--- src/rtl/ps2_host_ctrl.sv ---
// ps2_host_ctrl
//   Host-side PS/2 protocol sequencer. Receives device-to-host frames,
//   performs host-to-device transmit (inhibit, request-to-send, bit shifting,
//   ACK check) and drives the open-drain pull-low enables of both lines.
//
// Ports
//   clk, reset_n        system clock, asynchronous active-low reset
//   ps2_clk_s           synchronized PS/2 clock line level
//   ps2_data_s          synchronized PS/2 data line level
//   ps2_clk_oe          1 = pull PS/2 clock low
//   ps2_data_oe         1 = pull PS/2 data low
//   tx_valid / tx_data  host byte request and the byte to send
//   tx_ready            request is accepted this cycle
//   tx_done             one-cycle pulse: device ACKed the byte
//   tx_err              one-cycle pulse: no ACK, or transmit timeout
//   rx_valid / rx_data  one-cycle pulse / last received byte (held)
//   rx_err              one-cycle pulse: parity, stop or receive timeout
//   busy                controller is not idle
module ps2_host_ctrl #(
  parameter int INHIBIT_CYCLES = 5000,
  parameter int TIMEOUT_CYCLES = 1000000,
  parameter int CNT_W          = 20
) (
  input  logic       clk,
  input  logic       reset_n,
  input  logic       ps2_clk_s,
  input  logic       ps2_data_s,
  output logic       ps2_clk_oe,
  output logic       ps2_data_oe,
  input  logic       tx_valid,
  input  logic [7:0] tx_data,
  output logic       tx_ready,
  output logic       tx_done,
  output logic       tx_err,
  output logic       rx_valid,
  output logic [7:0] rx_data,
  output logic       rx_err,
  output logic       busy
);

  typedef enum logic [2:0] {
    IDLE, RX_BITS, TX_INHIBIT, TX_BITS, TX_ACK, TX_WAIT_IDLE
  } state_t;

  localparam logic [CNT_W-1:0] INHIBIT_LAST = CNT_W'(INHIBIT_CYCLES - 1);
  // One cycle before the counter would reach TIMEOUT_CYCLES.
  localparam logic [CNT_W-1:0] TIMEOUT_LAST = CNT_W'(TIMEOUT_CYCLES - 1);

  state_t           state, state_d;
  logic             clk_prev;
  logic             fall;
  logic [3:0]       bitcnt, bitcnt_d;
  logic [CNT_W-1:0] cnt, cnt_d;
  logic [8:0]       rx_sh, rx_sh_d;   // {parity, data} as it shifts in
  logic [8:0]       tx_sh, tx_sh_d;   // {parity, data} still to shift out
  logic             clk_oe_d, data_oe_d;
  logic             tx_done_d, tx_err_d, rx_valid_d, rx_err_d;
  logic [7:0]       rx_data_d;
  logic             timeout;

  assign fall     = clk_prev & ~ps2_clk_s;
  assign tx_ready = (state == IDLE) & ~fall;   // a start-bit fall beats a request
  assign busy     = (state != IDLE);
  assign timeout  = ~fall & (cnt == TIMEOUT_LAST);

  always_comb begin
    // NOTE: every signal gets a default first so no path leaves it unassigned,
    // which would otherwise infer a latch.
    state_d    = state;
    bitcnt_d   = bitcnt;
    cnt_d      = fall ? '0 : cnt + CNT_W'(1);
    rx_sh_d    = rx_sh;
    tx_sh_d    = tx_sh;
    clk_oe_d   = 1'b0;
    data_oe_d  = ps2_data_oe;
    tx_done_d  = 1'b0;
    tx_err_d   = 1'b0;
    rx_valid_d = 1'b0;
    rx_err_d   = 1'b0;
    rx_data_d  = rx_data;

    unique case (state)
      IDLE: begin
        cnt_d     = '0;
        data_oe_d = 1'b0;
        if (fall && !ps2_data_s) begin
          state_d  = RX_BITS;
          bitcnt_d = '0;
        end else if (tx_valid && tx_ready) begin
          tx_sh_d  = {~^tx_data, tx_data};   // odd parity
          clk_oe_d = 1'b1;
          state_d  = TX_INHIBIT;
        end
      end

      RX_BITS: begin
        data_oe_d = 1'b0;
        if (fall) begin
          if (bitcnt == 4'd9) begin
            rx_data_d  = rx_sh[7:0];
            rx_valid_d = 1'b1;
            rx_err_d   = ~(^rx_sh) | ~ps2_data_s;
            state_d    = IDLE;
          end else begin
            rx_sh_d  = {ps2_data_s, rx_sh[8:1]};
            bitcnt_d = bitcnt + 4'd1;
          end
        end else if (timeout) begin
          rx_err_d = 1'b1;
          state_d  = IDLE;
        end
      end

      TX_INHIBIT: begin
        // Our own pull-down produces a fall here; it must not restart the count.
        cnt_d    = cnt + CNT_W'(1);
        clk_oe_d = 1'b1;
        if (cnt == INHIBIT_LAST) begin
          clk_oe_d  = 1'b0;
          data_oe_d = 1'b1;                  // start bit / request-to-send
          bitcnt_d  = '0;
          cnt_d     = '0;
          state_d   = TX_BITS;
        end
      end

      TX_BITS: begin
        if (fall) begin
          if (bitcnt == 4'd9) begin
            data_oe_d = 1'b0;                // stop bit: release data
            state_d   = TX_ACK;
          end else begin
            data_oe_d = ~tx_sh[0];
            tx_sh_d   = tx_sh >> 1;
            bitcnt_d  = bitcnt + 4'd1;
          end
        end else if (timeout) begin
          data_oe_d = 1'b0;
          tx_err_d  = 1'b1;
          state_d   = IDLE;
        end
      end

      TX_ACK: begin
        if (fall) begin
          tx_done_d = ~ps2_data_s;
          tx_err_d  = ps2_data_s;
          state_d   = TX_WAIT_IDLE;
        end else if (timeout) begin
          data_oe_d = 1'b0;
          tx_err_d  = 1'b1;
          state_d   = IDLE;
        end
      end

      TX_WAIT_IDLE: begin
        if (ps2_clk_s && ps2_data_s) begin
          state_d = IDLE;
        end else if (timeout) begin
          data_oe_d = 1'b0;
          tx_err_d  = 1'b1;
          state_d   = IDLE;
        end
      end

      default: state_d = IDLE;
    endcase
  end

  always_ff @(posedge clk or negedge reset_n) begin
    if (!reset_n) begin
      state       <= IDLE;
      clk_prev    <= 1'b1;
      bitcnt      <= '0;
      cnt         <= '0;
      rx_sh       <= '0;
      tx_sh       <= '0;
      ps2_clk_oe  <= 1'b0;
      ps2_data_oe <= 1'b0;
      tx_done     <= 1'b0;
      tx_err      <= 1'b0;
      rx_valid    <= 1'b0;
      rx_err      <= 1'b0;
      rx_data     <= '0;
    end else begin
      // NOTE: non-blocking assignments so every register samples pre-edge values.
      state       <= state_d;
      clk_prev    <= ps2_clk_s;
      bitcnt      <= bitcnt_d;
      cnt         <= cnt_d;
      rx_sh       <= rx_sh_d;
      tx_sh       <= tx_sh_d;
      ps2_clk_oe  <= clk_oe_d;
      ps2_data_oe <= data_oe_d;
      tx_done     <= tx_done_d;
      tx_err      <= tx_err_d;
      rx_valid    <= rx_valid_d;
      rx_err      <= rx_err_d;
      rx_data     <= rx_data_d;
    end
  end

endmodule

--- config.mk ---
export PLATFORM = sky130hd
export DESIGN_NAME = ps2_host_ctrl
export DESIGN_NICKNAME = d
export VERILOG_FILES = /design/src/rtl/ps2_host_ctrl.sv
export SDC_FILE = /design/constraint.sdc
export NUM_CORES = 1
export LEC_CHECK = 0
export ABC_AREA = 1
export ABC_CLOCK_PERIOD_IN_PS = 1500
export CAP_MARGIN = 20
export CORE_MARGIN = 2
export CORE_UTILIZATION = 52
export DETAILED_ROUTE_END_ITERATION = 12
export HOLD_SLACK_MARGIN = 0.1
export PLACE_DENSITY = 0.76
export SLEW_MARGIN = 20
export SYNTH_ARGS = -nofsm -noshare
export SYNTH_HDL_FRONTEND = slang
export SYNTH_SLANG_ARGS = --single-unit
--- constraint.sdc ---
create_clock -name clk -period 1.5 [get_ports clk]
set_input_delay 0.375 -clock clk [delete_from_list [all_inputs] [get_ports clk]]
set_output_delay 0.375 -clock clk [all_outputs]
set_load 0.01 [all_outputs]
---- Word-level counts from Yosys, hierarchy flattened ----
Cells that the tools add are included.
word-level totals
  output and inout bits ................... 16
  register bits after elaboration ......... 60
operators by class
  eq/ne operators ......................... 21
  add/subtract/negate cells ............... 2
  reductions and logical operators ........ 19
  multiplexer cells ....................... 48
  bitwise gates (word level) .............. 10
operator list
  cell                                                                     count
  20-bit 2-to-1 mux                                                        2
  20-bit case mux with 2 select lines                                      1
  9-bit 2-to-1 mux                                                         4
  3-bit 2-to-1 mux                                                         10
  1-bit 2-to-1 mux                                                         21
  20-bit by 1-bit adder with 20-bit output, second input constant          1
  20-bit by 13-bit equality test with 1-bit output, second input constant  1
  20-bit equality test, second input constant                              1
  3-bit case mux with 6 select lines                                       1
  9-bit case mux with 2 select lines                                       1
  4-bit 2-to-1 mux                                                         4
  2-bit inequality test, second input constant                             7
  4-bit case mux with 3 select lines                                       1
  5-bit AND reduction                                                      2
  9-bit parity                                                             1
  4-bit AND reduction                                                      2
  8-bit XNOR reduction                                                     1
  3-bit by 2-bit equality test with 1-bit output, second input constant    2
  3-bit equality test, second input constant                               2
  2-bit by 1-bit inequality test with 1-bit output, second input constant  3
  3-bit inequality test, second input constant                             2
  1-bit NOT                                                                6
  3-bit AND reduction                                                      2
  3-bit nonzero test                                                       2
  15 further kinds                                                         20

---- Longest topological paths before layout ----
  word-level depth ........................ 8
  gate-level depth with buffers ........... 12
  gate-level depth less buffers ........... 12

---- Worst setup path after synthesis ----
OpenSTA, ideal clock, no wires.
  path type ............................... flip-flop to flip-flop
  start ................................... register clk_prev
  end ..................................... register bitcnt[0]
  setup time .............................. 0.122 ns
  clock period less this slack ............ 1.503 ns
  buffers on the path ..................... 0
  arrival time ............................ 1.381 ns
  data required time ...................... 1.378 ns
  setup slack ............................. -0.003 ns
  cell stages (with the launch flop) ...... 10
  path through ............................ dfstp_2 inv_2 nor2_8 inv_4 nor2_2 nor2_1 nor3_1 nand2_1 nor2_1 a21oi_1
on the way
  word-level cells in the longest chain between the ends .. 4
  elaborated cells on any way between the ends .. 5
  classes of those cells .................. eq/ne (2); bitwise (1); reduce/logical (2)
RTL lines
  element                                                            line  RTL
  from (decl)                                                        50    logic clk_prev;
  from (signal assigned)                                             188   clk_prev <= ps2_clk_s;
  1-bit AND *                                                        61    assign fall = clk_prev & ~ps2_clk_s;
  1-bit logical AND                                                  86    if (fall && !ps2_data_s) begin
  2-bit by 1-bit inequality test with 1-bit output (no source line)  n/a
  5-bit AND reduction (no source line) *                             n/a
  to (signal assigned)                                               189   bitcnt <= bitcnt_d;
  to (decl)                                                          52    logic [3:0] bitcnt, bitcnt_d;
Mark *: on every way between the ends. The rest lies on a longest branch, timed or not.
A chain may end at the register's enable or synchronous reset.

---- Worst setup path in the final report ----
  start ................................... register clk_prev
  end ..................................... register tx_sh[2]
on the way
  word-level cells in the longest chain between the ends .. 6
  elaborated cells on any way between the ends .. 9
  classes of those cells .................. eq/ne (3); bitwise (3); reduce/logical (3)
RTL lines
  element                                                            line  RTL
  1-bit AND *                                                        61
  1-bit NOT                                                          62    assign tx_ready = (state == IDLE) & ~fall;
  1-bit AND                                                          62
  1-bit logical AND                                                  89    end else if (tx_valid && tx_ready) begin
  2-bit by 1-bit inequality test with 1-bit output (no source line)  n/a
  5-bit AND reduction (no source line) *                             n/a
  to (signal assigned)                                               192   tx_sh <= tx_sh_d;
  to (decl)                                                          55    logic [8:0] tx_sh, tx_sh_d;
Marks and branches as above.

==> results.ini <==
[power]
p_leak_nw=2.33
power.total_mw=6.84
peakVddDrop_mv=1.06
p_per_area_nw_per_um2=1390

[setup_path]
cp-start-kind=flip-flop
setup.worst_path.end_class=flip-flop
worst-endpoint-required_ns=1.76
worstSetupPathType=flip-flop to flip-flop
reg2regPathDepth=12
cp_max_fo=8
crit_arrival_ns=1.97

[die]
io_pins=29
dieArea_um2=6920
core_um2=5990
start_util=0.545
die_w_um=83.2
die_height_um=83.2
rows=28

[sta]
setup_slack_ns=-0.204
fin_skew_ns=0.00815
slew_viol_final=0
grt_setup_unrepaired=true
fmax_ghz=0.587
setup_tns_ns=-4.59
relSlewSlack=0.779
setup_viol=49
hold_viol_final=0
period_needed_ns=1.70
fin_crit_sh=1.14
worst_pin_slew_ns=0.331

[clock_tree]
insertion_delay_ns=0.35
htree_levels=3
root_buffer=clkbuf_8
clock_path_buffers=2
cts_sinks=60
numCtsBuffers=9
clkTransAtPathRegs_ns=0.06
cts_tree=yes

[grt]
grt.overflow.total=0
antenna_found_initial=0
grt_max_degree=61
grtUsageTotal=0.270
grt_pass1_wl_um=14800
grt_pass1_vias=3214

[detailed_routing]
drtAntennaViolNets=0
dr_total_vias=3320
wire_per_inst_um=16.0
routed_wl_um=9830
vias_per_cell=5.42
first_iter_violations=248
drc=0
drt_pass1_iterations=4

[placed_design]
hpwlAfterDp_um=5590
placed_cell_area_um2=4070
io_buffers=28
globalplace.congestion=0.950

[final_layout]
area_delta_synth_final_pct=51.2
stdcell_area_um2=4930
antenna_cells=0
final_cell_mix=nand2_1 (87), buf_4 (68), dfrtp_1 (57), nor2_1 (41), inv_1 (39)
nets=549
final_common_cell=nand2_1
drive_above_1_share=0.381

[synthesis]
yosysSeqAreaShare=0.461
avgSynthCellArea_um2=7.90
synth-seq-cells=60
synthesis.area_um2=3260
syn_nets=429
synth_cell_types=35
syn_inst=413
yosys_warnings=0

[run_status]
status=complete, but fails checks
violations=negative setup slack

[hold_path]
min_path_cells=2
hold_class=input pin to flip-flop

[job]
cap_violations=0

-- cell families after synthesis --
| group | share of synthesized area |
|---|---|
| buf+inv | 0.0752 |
| xor+xnor | 0.0510 |
| simple gates | 0.320 |
| compound gates | 0.0817 |
| flops | 0.461 |
| fa+ha+maj | 0.0115 |
-- routing by layer --
| layer | vias to the layer above | track usage | part of all wire |
|---|---|---|---|
| met2 | 91 | 0.469 | 0.52 |
| met3 | 28 | 0.0388 | 0.045 |
| met5 | - | 0 | 0 |
| met4 | 0 | 0.131 | 0.029 |
| met1 | 1644 | 0.327 | 0.41 |
| li1 | 1557 | - | - |
-- final cells by class --
cell class	instances	area, um^2
repair buffers	110	970
clock buffers	13	149
repair inverters	1	7.51
multi-input cells	297	1950
clock inverters	3	40.0
fillers	331	1060
flip-flops and latches	60	1510
inverters	54	216
well taps	75	93.8
-- what timing repair did --
item	in CTS	in global routing
gates resized for setup	84	54
cloned	4	0
hold buffers	1	0
endpoints found under the hold margin	59	0
pin swaps	25	24
buffers inserted	15	10
endpoints found under the setup margin	72	59
-- synth_stat cells (all sizes together) --
cell	n	area, um^2
o22ai	1	6.26
o21ai	28	151
clkinv	2	7.51
inv	52	198
nand2	110	443
and3	1	6.26
nor3	12	70.1
a31oi	9	68.8
ha	3	37.5
xnor2	7	61.3
xor2	12	105
nand3	17	90.1
nor2	74	359
nand4	8	50.1
or2	1	6.26
dfstp	1	26.3
dfrtp	59	1480
a21oi	8	40.0
buf	5	40.0
nor4	2	12.5
nand3b	1	7.51
-- through the flow --
step                hold slack (ns)  std cells   util  setup WS [ns]
floorplan                    0.0794        413      -       -0.00202
global placement              0.407        570  0.680         -0.577
detailed placement            0.408        570  0.680         -0.589
CTS                           0.476        605  0.775         -0.173
global route                  0.493        613  0.824         -0.292
finish                        0.486        613  0.824         -0.204
-- registers in the layout (all words and copies together) (netlist names) --
register     cells
bitcnt           4
clk_prev         1
cnt             20
ps2_clk_oe       1
ps2_data_oe      1
rx_data          8
rx_err           1
rx_sh            9
rx_valid         1
state            3
tx_done          1
tx_err           1
tx_sh            9
-- worst max-delay path: stages (launching register included) --
cell and delay, ns:
dfstp_2 0.53, inv_2 0.05, nor2_8 0.10, buf_6 0.12
inv_6 0.04, nor2_4 0.12, inv_2 0.07, nor2_2 0.10
inv_2 0.07, buf_12 0.13, nand2_8 0.11, nor2_1 0.05
a31oi_1 0.14
-- final timing paths --
| check | startpoint | end | slack, ns |
|---|---|---|---|
| min | ps2_clk_s | clk_prev$_DFF_PN1_ | 0.49 |
| min reg2reg | rx_data[1]$_DFFE_PN0P_ | rx_data[1]$_DFFE_PN0P_ | 0.49 |
| max | clk_prev$_DFF_PN1_ | tx_sh[2]$_DFFE_PN0P_ | -0.20 |
| max in group asynchronous | reset_n | clk_prev$_DFF_PN1_ | 0.62 |
| max reg2reg | clk_prev$_DFF_PN1_ | tx_sh[2]$_DFFE_PN0P_ | -0.20 |
| min in group asynchronous | reset_n | cnt[4]$_DFF_PN0_ | 0.56 |
-- power by group --
part	leakage (nW)	switching (mW)	internal [mW]
Clock	0.0974	0.657	0.810
Sequential	0.789	0.267	1.92
Combinational	1.44	1.79	1.39
Total	2.33	2.72	4.12
Note: power is estimated with default switching activity, not from simulation.
